File: src/rtl/alu_op_issue_pkg.sv
// alu_op_issue_pkg: ALU control codes, ALUOp codes and R-type opcode constants
// shared by the issue stage, the ALU and the main control unit.
package alu_op_issue_pkg;

    localparam int DATA_W = 64;
    localparam int OPC_W  = 11;

    typedef enum logic [3:0] {
        ALU_AND   = 4'h0,
        ALU_OR    = 4'h1,
        ALU_ADD   = 4'h2,
        ALU_SUB   = 4'h6,
        ALU_PASSB = 4'h7,
        ALU_ILL   = 4'hF
    } aluCtrl_e;

    typedef enum logic [1:0] {
        ALUOP_ADD   = 2'b00,
        ALUOP_PASSB = 2'b01,
        ALUOP_RTYPE = 2'b10,
        ALUOP_ILL   = 2'b11
    } aluOp_e;

    localparam logic [OPC_W-1:0] OPC_ADD = 11'b10001011000;
    localparam logic [OPC_W-1:0] OPC_SUB = 11'b11001011000;
    localparam logic [OPC_W-1:0] OPC_AND = 11'b10001010000;
    localparam logic [OPC_W-1:0] OPC_ORR = 11'b10101010000;

endpackage

File: src/rtl/alu_op_issue_if.sv
// alu_op_issue_if: decode-side operand bundle and ALU-side operand bus of the
// issue stage. master = surrounding pipeline, slave = issue stage.
interface alu_op_issue_if #(
    parameter int WIDTH = 64,
    parameter int OPC_W = 11
);
    // decode -> issue
    logic             InValid;
    logic             InReady;
    logic [1:0]       ALUOp;
    logic [OPC_W-1:0] Opcode;
    logic             ALUSrc;
    logic [WIDTH-1:0] RegA;
    logic [WIDTH-1:0] RegB;
    logic [WIDTH-1:0] Imm;
    // issue -> ALU
    logic             OutValid;
    logic             OutReady;
    logic [WIDTH-1:0] BusA;
    logic [WIDTH-1:0] BusB;
    logic [3:0]       ALUCtrl;

    modport master (
        output InValid, ALUOp, Opcode, ALUSrc, RegA, RegB, Imm, OutReady,
        input  InReady, OutValid, BusA, BusB, ALUCtrl
    );

    modport slave (
        input  InValid, ALUOp, Opcode, ALUSrc, RegA, RegB, Imm, OutReady,
        output InReady, OutValid, BusA, BusB, ALUCtrl
    );
endinterface

File: src/rtl/alu_ctrl_decode.sv
// alu_ctrl_decode: combinational {ALUOp, Opcode} -> {ALUCtrl, Illegal}.
module alu_ctrl_decode
    import alu_op_issue_pkg::*;
#(
    parameter int OPC_W = 11
) (
    input  logic [1:0]       ALUOp,
    input  logic [OPC_W-1:0] Opcode,
    output aluCtrl_e         ALUCtrl,
    output logic             Illegal
);

    // Map the control class (and the R-type opcode) to an ALU function.
    always_comb begin
        // NOTE: every output gets a default first so no path leaves it unassigned (no latch).
        ALUCtrl = ALU_ILL;
        Illegal = 1'b1;
        case (ALUOp)
            ALUOP_ADD:   begin ALUCtrl = ALU_ADD;   Illegal = 1'b0; end
            ALUOP_PASSB: begin ALUCtrl = ALU_PASSB; Illegal = 1'b0; end
            ALUOP_RTYPE: begin
                case (Opcode)
                    OPC_ADD: begin ALUCtrl = ALU_ADD; Illegal = 1'b0; end
                    OPC_SUB: begin ALUCtrl = ALU_SUB; Illegal = 1'b0; end
                    OPC_AND: begin ALUCtrl = ALU_AND; Illegal = 1'b0; end
                    OPC_ORR: begin ALUCtrl = ALU_OR;  Illegal = 1'b0; end
                    default: ;
                endcase
            end
            default: ;
        endcase
    end

endmodule

File: src/rtl/alu_op_issue.sv
// alu_op_issue: issue stage ahead of the 64-bit ALU. Decodes ALUCtrl, selects
// BusB, and holds ops in a 2-entry output + skid buffer so decode can stall
// independently of execute.
// Optional feature: define ALU_ISSUE_ILLEGAL_TRAP_EN to drop illegal ops and
// raise sticky IllegalOp; otherwise illegal ops issue with ALUCtrl = 4'hF.
module alu_op_issue
    import alu_op_issue_pkg::*;
#(
    parameter int WIDTH = DATA_W,
    parameter int OPC_W = alu_op_issue_pkg::OPC_W
) (
    input  logic          CLK,
    input  logic          Reset,
    input  logic          Flush,
    alu_op_issue_if.slave bus,
    output logic          IllegalOp
);

    typedef struct packed {
        logic [WIDTH-1:0] a;
        logic [WIDTH-1:0] b;
        logic [3:0]       ctrl;
    } entry_t;

    entry_t   outReg, skidReg, inEntry;
    logic     outValid, skidValid;
    aluCtrl_e decCtrl;
    logic     decIllegal;
    logic     accept, push, consume, outFree;

    alu_ctrl_decode #(.OPC_W(OPC_W)) uDecode (
        .ALUOp   (bus.ALUOp),
        .Opcode  (bus.Opcode),
        .ALUCtrl (decCtrl),
        .Illegal (decIllegal)
    );

    // Operand bundle as it would be stored; illegal ops always carry the trap code.
    assign inEntry.a    = bus.RegA;
    assign inEntry.b    = bus.ALUSrc ? bus.Imm : bus.RegB;
    assign inEntry.ctrl = decIllegal ? ALU_ILL : decCtrl;

    // InReady is purely the registered skid state; an op offered during Flush is dropped.
    assign accept  = bus.InValid & ~skidValid & ~Flush;
    assign consume = outValid & bus.OutReady;
    assign outFree = ~outValid | consume;

`ifdef ALU_ISSUE_ILLEGAL_TRAP_EN
    assign push = accept & ~decIllegal;
`else
    assign push = accept;
`endif

    // Output/skid buffer: refill output from skid first (FIFO order), else from input.
    always_ff @(posedge CLK or posedge Reset) begin
        if (Reset) begin
            // NOTE: the data registers are reset too, because BusA/BusB/ALUCtrl must read 0 out of reset.
            outValid  <= 1'b0;
            skidValid <= 1'b0;
            outReg    <= '0;
            skidReg   <= '0;
        end else if (Flush) begin
            outValid  <= 1'b0;
            skidValid <= 1'b0;
        end else if (outFree) begin
            if (skidValid) begin
                // NOTE: non-blocking updates so every register sees pre-edge values of the others.
                outReg    <= skidReg;
                outValid  <= 1'b1;
                skidValid <= 1'b0;
            end else begin
                outValid <= push;
                if (push) outReg <= inEntry;
            end
        end else if (push) begin
            skidReg   <= inEntry;
            skidValid <= 1'b1;
        end
    end

`ifdef ALU_ISSUE_ILLEGAL_TRAP_EN
    // Sticky illegal-op flag; only Reset clears it.
    always_ff @(posedge CLK or posedge Reset) begin
        if (Reset)                      IllegalOp <= 1'b0;
        else if (accept && decIllegal)  IllegalOp <= 1'b1;
    end
`else
    assign IllegalOp = 1'b0;
`endif

    assign bus.InReady  = ~skidValid;
    assign bus.OutValid = outValid;
    assign bus.BusA     = outReg.a;
    assign bus.BusB     = outReg.b;
    assign bus.ALUCtrl  = outReg.ctrl;

endmodule

File: src/flat_wrapper.sv
// flat-port wrapper written by rule: the top's interface ports become plain ports
module alu_op_issue_flat import alu_op_issue_pkg::*;
#(
    parameter int WIDTH = DATA_W,
    parameter int OPC_W = alu_op_issue_pkg::OPC_W
)
  (CLK, Reset, Flush, IllegalOp, bus_InValid, bus_ALUOp, bus_Opcode, bus_ALUSrc, bus_RegA, bus_RegB, bus_Imm, bus_OutReady, bus_InReady, bus_OutValid, bus_BusA, bus_BusB, bus_ALUCtrl);
  alu_op_issue_if #(.WIDTH(WIDTH), .OPC_W(OPC_W)) bus_i ();
  input  logic CLK;
  input  logic Reset;
  input  logic Flush;
  output logic IllegalOp;
  input wire logic [$bits(bus_i.InValid)-1:0] bus_InValid;
  input wire logic [$bits(bus_i.ALUOp)-1:0] bus_ALUOp;
  input wire logic [$bits(bus_i.Opcode)-1:0] bus_Opcode;
  input wire logic [$bits(bus_i.ALUSrc)-1:0] bus_ALUSrc;
  input wire logic [$bits(bus_i.RegA)-1:0] bus_RegA;
  input wire logic [$bits(bus_i.RegB)-1:0] bus_RegB;
  input wire logic [$bits(bus_i.Imm)-1:0] bus_Imm;
  input wire logic [$bits(bus_i.OutReady)-1:0] bus_OutReady;
  output wire logic [$bits(bus_i.InReady)-1:0] bus_InReady;
  output wire logic [$bits(bus_i.OutValid)-1:0] bus_OutValid;
  output wire logic [$bits(bus_i.BusA)-1:0] bus_BusA;
  output wire logic [$bits(bus_i.BusB)-1:0] bus_BusB;
  output wire logic [$bits(bus_i.ALUCtrl)-1:0] bus_ALUCtrl;
  assign bus_i.InValid = bus_InValid;
  assign bus_i.ALUOp = bus_ALUOp;
  assign bus_i.Opcode = bus_Opcode;
  assign bus_i.ALUSrc = bus_ALUSrc;
  assign bus_i.RegA = bus_RegA;
  assign bus_i.RegB = bus_RegB;
  assign bus_i.Imm = bus_Imm;
  assign bus_i.OutReady = bus_OutReady;
  assign bus_InReady = bus_i.InReady;
  assign bus_OutValid = bus_i.OutValid;
  assign bus_BusA = bus_i.BusA;
  assign bus_BusB = bus_i.BusB;
  assign bus_ALUCtrl = bus_i.ALUCtrl;
  alu_op_issue #(.WIDTH(WIDTH), .OPC_W(OPC_W)) u_core (.CLK(CLK), .Reset(Reset), .Flush(Flush), .bus(bus_i), .IllegalOp(IllegalOp));
endmodule
File: config.mk
export PLATFORM = sky130hd
export DESIGN_NAME = alu_op_issue_flat
export DESIGN_NICKNAME = d
export VERILOG_FILES = /design/src/rtl/alu_op_issue_pkg.sv /design/src/rtl/alu_op_issue_if.sv /design/src/rtl/alu_ctrl_decode.sv /design/src/rtl/alu_op_issue.sv /design/src/flat_wrapper.sv
export SDC_FILE = /design/constraint.sdc
export NUM_CORES = 1
export LEC_CHECK = 0
export CAP_MARGIN = 20
export CORE_ASPECT_RATIO = 2
export CORE_UTILIZATION = 30
export CTS_CLUSTER_DIAMETER = 120
export DETAILED_ROUTE_END_ITERATION = 10
export PLACE_DENSITY = 0.6
export SLEW_MARGIN = 15
export SYNTH_ARGS = -nofsm -noshare
export SYNTH_HDL_FRONTEND = slang
export SYNTH_SLANG_ARGS = --single-unit
File: constraint.sdc
create_clock -name CLK -period 19.93 [get_ports CLK]
set_clock_uncertainty 0.05 [all_clocks]
set_input_delay 1.993 -clock CLK [delete_from_list [all_inputs] [get_ports CLK]]
set_output_delay 1.993 -clock CLK [all_outputs]
set_load 0.1 [all_outputs]
==> results by group <==
Critical path
  – Critical Path Start Type: register
  – Crit path kind: register to primary output
  – Worst Path Max Fanout: 50
  – Reg-to-Reg Start: u_core.skidValid
  – Crit-path slowest cell: clkdlybuf4s50_1
  – CP delay by family, top: buffers and inverters
  – Req. time, crit path: ~18 ns
  – Stages on the worst setup path: 2
  – Setup crit end kind: primary output
  – R2R Setup Slk: 16.98 ns
  – CP arrival: 2.48 ns
  – Crit-path max cell delay: 1.13 ns
  – RR Endpoint: u_core.bus.BusA[60]
  – Worst-path cell chain: inv_1 -> clkdlybuf4s50_1
  – Sum of buffers and inverters on the critical path: 2
  – Worst R2R Path Depth: 4

Route
  – DRT antenna net count: 0
  – Vias: ~8,800
  – DR WL/cell: around 17 µm
  – Final Routed Wirelength: 31,900 µm
  – DRT iter0 DRCs: 296
  – Vias per inst: 4.54
  – 1st-pass router iterations: 4
  – Post-route DRC: 0

Cells and area
  – Share of layout cells above drive strength 1: 8.61%
  – Final Instance Area: between 0.015 and 0.02 mm²
  – Fillers: 3,644
  – Non-filler cells, final: 1,933
  – Area Overhead vs Synth: 40.7%
  – Storage cell area: 0.00666 mm²
  – Nets: 1,608
  – Multi-input logic area: 0.00451 mm²

Timing
  – Ratio of final minimum period to clock period: 22.7%
  – F_max: 0.221 GHz
  – Worst hold slack: 0.427 ns
  – Unrepaired setup endpoints after global routing: false
  – Max Slew Vio Count: 0
  – Setup violators final: 0
  – Measured slew at the worst slew-check pin: 1.13 ns
  – Slew margin rel.: around 24%
  – Setup TNS: 0 ns
  – Final hold violations: 0
  – Min Tclk post-route: 4.52 ns

Synth
  – Ys Warns: 0
  – Post-synth top area share: 57.5%
  – Synth area leaders: dfrtp_1 (58%), mux2i_1 (11%), o21ai_0 (7.2%)
  – Synth cell count leaders: dfrtp_1 (266), nand2_1 (200), o21ai_0 (166)
  – Syn avg cell area: between 10 and 15 µm²
  – Library cells used by synthesis: 29
  – Register area share after synthesis: a little under three fifths
  – Fraction of registers with async set/reset: 100%
  – Top_reg_cell synth: dfrtp_1
  – Top-count cell post-synth: dfrtp_1
  – Cell Area, Synth: 0.0116 mm²
  – Post-synth top area cell: dfrtp_1
  – EDFF count, synth: 0
  – Seq cells post-synth: between 200 and 300
  – Syn Inst Count: 1,096
  – Net Count, Synth: 1,307

Floorplan
  – Initial core utilization: 30.4%
  – Height of the die: 280 µm
  – Cell Rows: 101
  – DIE AREA: 0.0394 mm²
  – Chip Width: 141 µm
  – IO Count: 346
  – Core Area: 0.0380 mm²

Placed design
  – Port-buffer cells: 344
  – Placed cells: between 1,500 and 2,000
  – GP Congestion: 0.778
  – DP HPWL: 22,300 µm
  – Cell Area, Placed: ~0.015 mm²

Clock network
  – Root Buffer: clkbuf_16
  – Clk sinks: 266
  – CTS buffer count: 26
  – CTS tree: yes
  – Setup bufs post-CTS: 0
  – Max Buffers Root-to-Sink: 3
  – Clk Latency, worst-skew pair: 0.53 ns
  – H-tree Lvls: 1
  – Hold buffer count at cts: 0
  – Post-CTS resize count: 0
  – Worst-path clk slew: 0.06 ns

Job
  – Max Cap Viol: 0

Min path
  – Worst Hold Launch: u_core.bus.BusB[58]
  – Hold WC Path Type: register to register
  – Hold depth: 2
  – End of the worst hold path: u_core.bus.BusB[58]

GRT
  – First-pass GRT wire length: 49,800 µm
  – Largest net degree at the start of global routing: 110
  – Initial antenna violation count: 1
  – Grt total ovfl: 0
  – GRT Util Overall: about 16%
  – Vias in the first global route: between 8,000 and 9,000

Power
  – Total power draw: 1.87 mW
  – LEAKAGE: ~7 nW
  – Max IR drop VDD: 0.0905 mV
  – Pwr Density: 115 mW/mm²

Run status
  – Status: completed
-- routing by layer --
| metal | share of wire (%) | track usage (%) |
|---|---|---|
| met1 | 37 | 17.4 |
| met5 | 0 | 0 |
| met4 | 3.3 | 6.38 |
| met2 | 55 | 31.5 |
| met3 | 4.4 | 2.31 |
-- per-stage QoR --
stage | utilization (%) | worst slack (ns)
5_1_grt | 42.8 | 15.32
6_report | 42.8 | 15.41
3_5_place_dp | 40.3 | 14.99
3_3_place_gp | 40.3 | 15.07
2_1_floorplan | - | 10.56
4_1_cts | 42.8 | 15.37
-- cells in the final DEF (no fill, tap or decap), drive strengths merged --
cell / n
or3: 2
bufinv: 3
clkbuf: 42
buf: 10
o311ai: 1
o22ai: 2
nand3: 2
nor2: 68
a21oi: 67
nor4b: 1
conb: 1
nor3b: 1
o21ai: 197
nor2b: 2
mux2: 64
nor4: 2
nand2: 200
dfrtp: 266
nand2b: 2
clkdlybuf4s50: 343
and2: 1
nor3: 3
o211ai: 2
o41ai: 2
clkinv: 3
mux2i: 128
diode: 1
inv: 2
-- worst min-delay path, stage by stage (launching register included) --
cell and delay, ns:
dfrtp_1 0.34, nand2_1 0.05, o21ai_0 0.06
-- how the worst max path moves through the flow --
stage / startpoint / endpoint / slack (ns)
after floorplan: Reset / u_core.bus.ALUCtrl[0] / 10.56
after CTS: u_core.skidValid / bus_InReady / 15.37
after detailed placement: Reset / u_core.bus.BusB[53] / 14.99
final: u_core.skidValid / bus_InReady / 15.41
after global placement: Reset / u_core.bus.BusB[53] / 15.07
after global routing: u_core.skidValid / bus_InReady / 15.32
-- power by group --
group / internal, mW / leakage (nW) / total, mW / switching [mW]
clock: 0.322 / 0.462 / 0.534 / 0.213
sequential: 0.650 / 3.30 / 0.707 / 0.0573
combinational: 0.176 / 3.26 / 0.628 / 0.451
total: 1.15 / 7.03 / 1.87 / 0.721
-- flip-flops by register name, summed over array words and instances, names as in the netlist --
signal / count
u_core.skidReg: 132
u_core.bus.BusA: 64
u_core.bus.BusB: 64
u_core.bus.ALUCtrl: 4
u_core.bus.OutValid: 1
u_core.skidValid: 1
-- cells by family (layout without fill, tap and decap cells) --
group | Yosys count | in the layout | synth area share (%)
AO/OA/AOI/OAI | 271 | 271 | 11.9
AND/OR/NAND/NOR | 284 | 284 | 9.60
flip-flops | 266 | 266 | 57.5
other | 1 | 2 | 0.0324
multiplexers | 192 | 192 | 17.3
buffers and inverters | 82 | 403 | 3.60
-- area by class of cell --
type | count | share of cell area (%)
antenna | 1 | 0.0154
sequential | 266 | 40.9
clock inverter | 6 | 0.738
multi-input combinational | 748 | 27.7
inverter | 2 | 0.0922
tap | 515 | 3.96
clock buffer | 42 | 5.05
timing repair buffer | 353 | 21.5
Power figures use the tool's default switching activity.
